**src/rtl/awg_playback_sequencer.sv**
```systemverilog
// Paces AWG samples from the unpacker out to the DAC at a programmable period, gated by trigger mode.
// Latches and counts underflows, which occur when a sample is due but the unpacker has none ready.
module awg_playback_sequencer #(
   parameter int unsigned       BW_OUT            = 8,
   parameter int unsigned       DIV_W             = 16,
   parameter int unsigned       UFC_W             = 16,
   parameter logic [BW_OUT-1:0] IDLE_VAL          = '0,
   parameter logic [6:0]        TRIGGER_MODE_NONE = 7'h01,
   parameter logic [6:0]        TRIGGER_MODE_EDGE = 7'h02,
   parameter logic [6:0]        RESET_EDGE        = 7'h04
) (
   input  logic              clk100,
   input  logic              rst_n,
   input  logic [6:0]        trigger_mode,
   input  logic              trig_in,
   input  logic [DIV_W-1:0]  period,
   input  logic              awg_valid,
   output logic              awg_ready,
   input  logic [BW_OUT-1:0] awg_out,
   output logic [BW_OUT-1:0] dac_out,
   output logic              dac_strobe,
   output logic              running,
   output logic              underflow,
   output logic [UFC_W-1:0]  underflow_cnt,
   input  logic              clr_err
);

   typedef enum logic [1:0] {
      IDLE,
      ARMED,
      RUNNING
   } state_t;

   state_t           state;
   logic [DIV_W-1:0] cnt;
   logic [1:0]       trig_sync;
   logic             trig_prev;
   logic             trig_rise;
   logic [6:0]       mode_prev;

   logic mode_none;
   logic mode_valid;
   logic mode_changed;
   logic tick;
   logic xfer;
   logic ufl_evt;

   assign mode_none    = (trigger_mode == TRIGGER_MODE_NONE);
   assign mode_valid   = mode_none || (trigger_mode == TRIGGER_MODE_EDGE) ||
                         (trigger_mode == RESET_EDGE);
   assign mode_changed = (trigger_mode != mode_prev);

   assign tick      = (state == RUNNING) && (cnt == '0);
   assign awg_ready = tick;
   assign running   = (state == RUNNING);
   assign xfer      = tick && awg_valid;
   assign ufl_evt   = tick && !awg_valid;

   // trig_in is asynchronous: two flops resolve metastability, the third is used for edge detection.
   // The rise is registered so that it is a clean one-cycle pulse.
   always_ff @(posedge clk100 or negedge rst_n) begin
      if (!rst_n) begin
         trig_sync <= '0;
         trig_prev <= 1'b0;
         trig_rise <= 1'b0;
         mode_prev <= '0;
      end else begin
         // NOTE: sequential state uses non-blocking assignments so every flop samples pre-edge values.
         trig_sync <= {trig_sync[0], trig_in};
         trig_prev <= trig_sync[1];
         trig_rise <= trig_sync[1] & ~trig_prev;
         mode_prev <= trigger_mode;
      end
   end

   always_ff @(posedge clk100 or negedge rst_n) begin
      if (!rst_n) begin
         state <= IDLE;
         cnt   <= '0;
      end else begin
         case (state)
            IDLE: begin
               if (mode_valid) state <= ARMED;
            end
            ARMED: begin
               if (mode_changed) begin
                  state <= IDLE;
               end else if (mode_none || trig_rise) begin
                  state <= RUNNING;
                  cnt   <= '0;
               end
            end
            RUNNING: begin
               // A mode change beats a simultaneous rise and abandons the current period.
               if (mode_changed) begin
                  state <= IDLE;
                  cnt   <= '0;
               end else if ((trigger_mode == RESET_EDGE) && trig_rise) begin
                  cnt <= '0;
               end else if (tick) begin
                  cnt <= period;
               end else begin
                  cnt <= cnt - DIV_W'(1);
               end
            end
            default: state <= IDLE;
         endcase
      end
   end

   // A handshake that completes on the same edge as a mode change is still honoured.
   // The unpacker has already released that sample.
   always_ff @(posedge clk100 or negedge rst_n) begin
      if (!rst_n) begin
         dac_out       <= IDLE_VAL;
         dac_strobe    <= 1'b0;
         underflow     <= 1'b0;
         underflow_cnt <= '0;
      end else begin
         dac_strobe <= xfer;
         if (xfer) dac_out <= awg_out;

         if (clr_err) begin
            underflow     <= 1'b0;
            underflow_cnt <= '0;
         end else if (ufl_evt) begin
            underflow <= 1'b1;
            if (underflow_cnt != '1) underflow_cnt <= underflow_cnt + UFC_W'(1);
         end
      end
   end

endmodule
```
**config.mk**
```make
export PLATFORM = sky130hd
export DESIGN_NAME = awg_playback_sequencer
export DESIGN_NICKNAME = d
export VERILOG_FILES = /design/src/rtl/awg_playback_sequencer.sv
export SDC_FILE = /design/constraint.sdc
export NUM_CORES = 1
export LEC_CHECK = 0
export ABC_AREA = 0
export CORE_ASPECT_RATIO = 1.75
export CORE_UTILIZATION = 35
export DETAILED_ROUTE_END_ITERATION = 8
export GPL_TIMING_DRIVEN = 0
export SLEW_MARGIN = 10
export SYNTH_ARGS = -nofsm -noshare
export SYNTH_HDL_FRONTEND = slang
export SYNTH_SLANG_ARGS = --single-unit
```
**constraint.sdc**
```tcl
create_clock -name clk100 -period 2.3 [get_ports clk100]
set_clock_uncertainty 0.05 [all_clocks]
set_input_delay 0.46 -clock clk100 [delete_from_list [all_inputs] [get_ports clk100]]
set_output_delay 0.46 -clock clk100 [all_outputs]
set_load 0.02 [all_outputs]
```
==> out/results.ini <==
[run_status]
status=finished with violations
violations=negative setup slack

[clock_network]
clock_path_buffers=2
cts_hold_buf=0
cts_tree=built
clock-sinks=55
clk_latency_ns=0.30
clkSlewWorstSetupHoldPaths_ns=0.07
cts_max_level=2
root_buffer=clkbuf_16
numCtsBuffers=5

[layout]
fin_cells=524
fin_nets=449
area_growth_pct=51.3
layout-drive-gt1-share=0.267
stdcell_area_um2=4540
antenna_cells=0
fin_util=0.546

[drt]
ant_nets=0
wl_per_cell_um=16.1
post_drt_via_cell_ratio=5.40
vias=2827
first_pass_iters=4
drt_wl_total_um=8450
drc_errors=0
first_iter_violations=144

[synth]
synthFlopType=dfrtp_1
synth_edf_count=0
yosysSeqAreaShare=0.459
ys_types=55
syn_nets=347
synth_warnings=0
syn_area_um2=3000
syn_avg_cell_area_um2=9.80
async_reset_ff_frac=1.00
syn_inst=306
synth-seq-cells=55

[place]
dpl.cell_count=484
dp_slack_ns=-1.08
io_buffers=63
dpl_cell_area_um2=3820
gp_congestion=0.796
hpwlAfterDp_um=5650

[power]
p_switching_mw=0.598
switching_share=0.275
intPower_mw=1.58
power_mw=2.17
vdd_drop_max_uv=419
comb_power_share=0.179
p_clk_frac=0.355
pwr-share-seq=0.466
pwr_density_cell_nw_per_um2=479
p_leak_nw=2.03

[sta]
fmax_mhz=419
relSlewSlack=0.512
worst_slew_pin_slew_ns=0.733
fin_setup_tns_ns=-0.398
holdWs_ns=0.168
final-hold-violation-count=0
period_needed_ns=2.39
worst_slack_ns=-0.0872
finalSetupViolCount=8
finalCritPeriodShare=1.04
slew_viol_final=0
rsz0062_at_grt=true

[worst_setup_path]
cp_max_fo=7
crit_required_ns=2.41
worstSetupStartpointType=flip-flop
crit_type=reg -> reg
arrival_ns=2.50
cp-end-kind=flip-flop

[global_route]
antenna_found_initial=0
grt_use_total=0.192
grt_max_degree=56
grt_pass1_wl_um=13500
overflow=0
grt_pass1_vias=2875

[floorplanning]
io_pins=64
fp-row-count=44
start_util=0.361
die_x_um=72.0
coreArea_um2=8310
fp.dieArea_um2=8950
fp.dieH_um=124

[flow_run]
drv_cap=0

[min_path]
worstHoldPathType=in -> async

## worst paths after layout
| path | endpoint | slack [ns] | cells after the start | startpoint |
|---|---|---|---|---|
| max in group asynchronous | cnt[10]$_DFFE_PN0P_ | 1.50 | 1 | rst_n |
| setup / recovery | underflow_cnt[10]$_DFFE_PN0P_ | -0.09 | 7 | cnt[11]$_DFFE_PN0P_ |
| hold reg to reg | trig_sync[1]$_DFF_PN0_ | 0.30 | 0 | trig_sync[0]$_DFF_PN0_ |
| setup reg to reg | underflow_cnt[10]$_DFFE_PN0P_ | -0.09 | 7 | cnt[11]$_DFFE_PN0P_ |
| hold / removal | mode_prev[4]$_DFF_PN0_ | 0.17 | 1 | rst_n |
| min in group clk100 | trig_sync[1]$_DFF_PN0_ | 0.30 | 0 | trig_sync[0]$_DFF_PN0_ |
## power by group through the flow
stage	combinational [mW]	clock, mW	sequential (mW)
2_1_floorplan	0.168	0	1.05
3_3_place_gp	0.348	0	1.03
3_5_place_dp	0.351	0	1.03
4_1_cts	0.384	0.786	1.01
5_1_grt	0.427	0.821	1.02
6_report	0.389	0.772	1.01
## critical path, stage by stage (launching register included)
cell and delay, ns:
dfrtp_1 0.38, or4_4 0.60, nor3_4 0.26, nand3_2 0.16, buf_6 0.18, buf_4 0.15
o41ai_4 0.37, a21oi_2 0.09
## cell usage in the layout (no fill, tap or decap), drive strengths merged, types with 5 or more instances in the layout
master / instances
nor2: 23
nor2b: 7
buf: 38
ha: 5
o21ai: 9
inv: 20
nor3: 8
nor4: 7
nand4: 5
clkdlybuf4s50: 56
or4: 5
dfrtp: 55
mux2: 15
o22ai: 9
and3: 6
xnor2: 7
nand3: 15
a21oi: 23
nand2: 21
clkbuf: 11
## layout make-up
| class | count | area [um^2] |
|---|---|---|
| buffer | 9 | 72.6 |
| timing repair buffer | 95 | 898 |
| clock inverter | 2 | 12.5 |
| inverter | 20 | 75.1 |
| sequential | 55 | 1380 |
| fill | 752 | 3780 |
| clock buffer | 6 | 129 |
| tap | 115 | 144 |
| multi-input combinational | 222 | 1830 |
## layer usage
| metal | wire length, um | up-vias | GRT usage | share of wire |
|---|---|---|---|---|
| met5 | 0 | - | 0 | 0 |
| met4 | 191 | 0 | 0.0934 | 0.023 |
| met2 | 4650 | 60 | 0.356 | 0.55 |
| li1 | - | 1339 | - | - |
| met1 | 3410 | 1416 | 0.205 | 0.40 |
| met3 | 198 | 12 | 0.0267 | 0.023 |
## logic make-up (layout without fill, tap and decap cells)
family | count (synthesis) | in the layout | share of synthesized area
AOI/OAI and AO/OA | 68 | 68 | 0.150
xor gates and xnor gates | 9 | 9 | 0.0263
adders and majority gates | 5 | 5 | 0.0209
buffers and inverters | 29 | 132 | 0.0384
DFF | 55 | 55 | 0.459
muxes | 19 | 19 | 0.0697
and+or+nand+nor | 121 | 121 | 0.235
## registers in the layout (all words and copies together) (netlist names)
signal / flops
cnt: 16
dac_out: 8
dac_strobe: 1
mode_prev: 7
state: 2
trig_prev: 1
trig_rise: 1
trig_sync: 2
underflow: 1
underflow_cnt: 16
## Yosys cell counts, types with 5 or more instances
master	instances	area, um^2
o22ai_1	9	56.3
nand2_1	20	75.1
ha_1	5	62.6
nor2b_1	7	43.8
nor2_1	23	86.3
buf_2	5	25.0
nand3_1	15	75.1
dfrtp_1	55	1380
xnor2_1	7	61.3
a21oi_1	23	115
inv_1	20	75.1
nor3_1	7	35.0
nor4_1	6	37.5
nand4_1	5	31.3
o21ai_0	8	40.0
and3_1	6	37.5
mux2_2	15	169
## what timing repair did
| item | 4_1_cts | 5_1_grt |
|---|---|---|
| endpoints found under the setup margin | 38 | 40 |
| gates resized for setup | 48 | 29 |
| hold endpoints to repair | 0 | 0 |
| setup buffers | 17 | 15 |
| pin swaps | 18 | 20 |
Power figures use the tool's default switching activity.
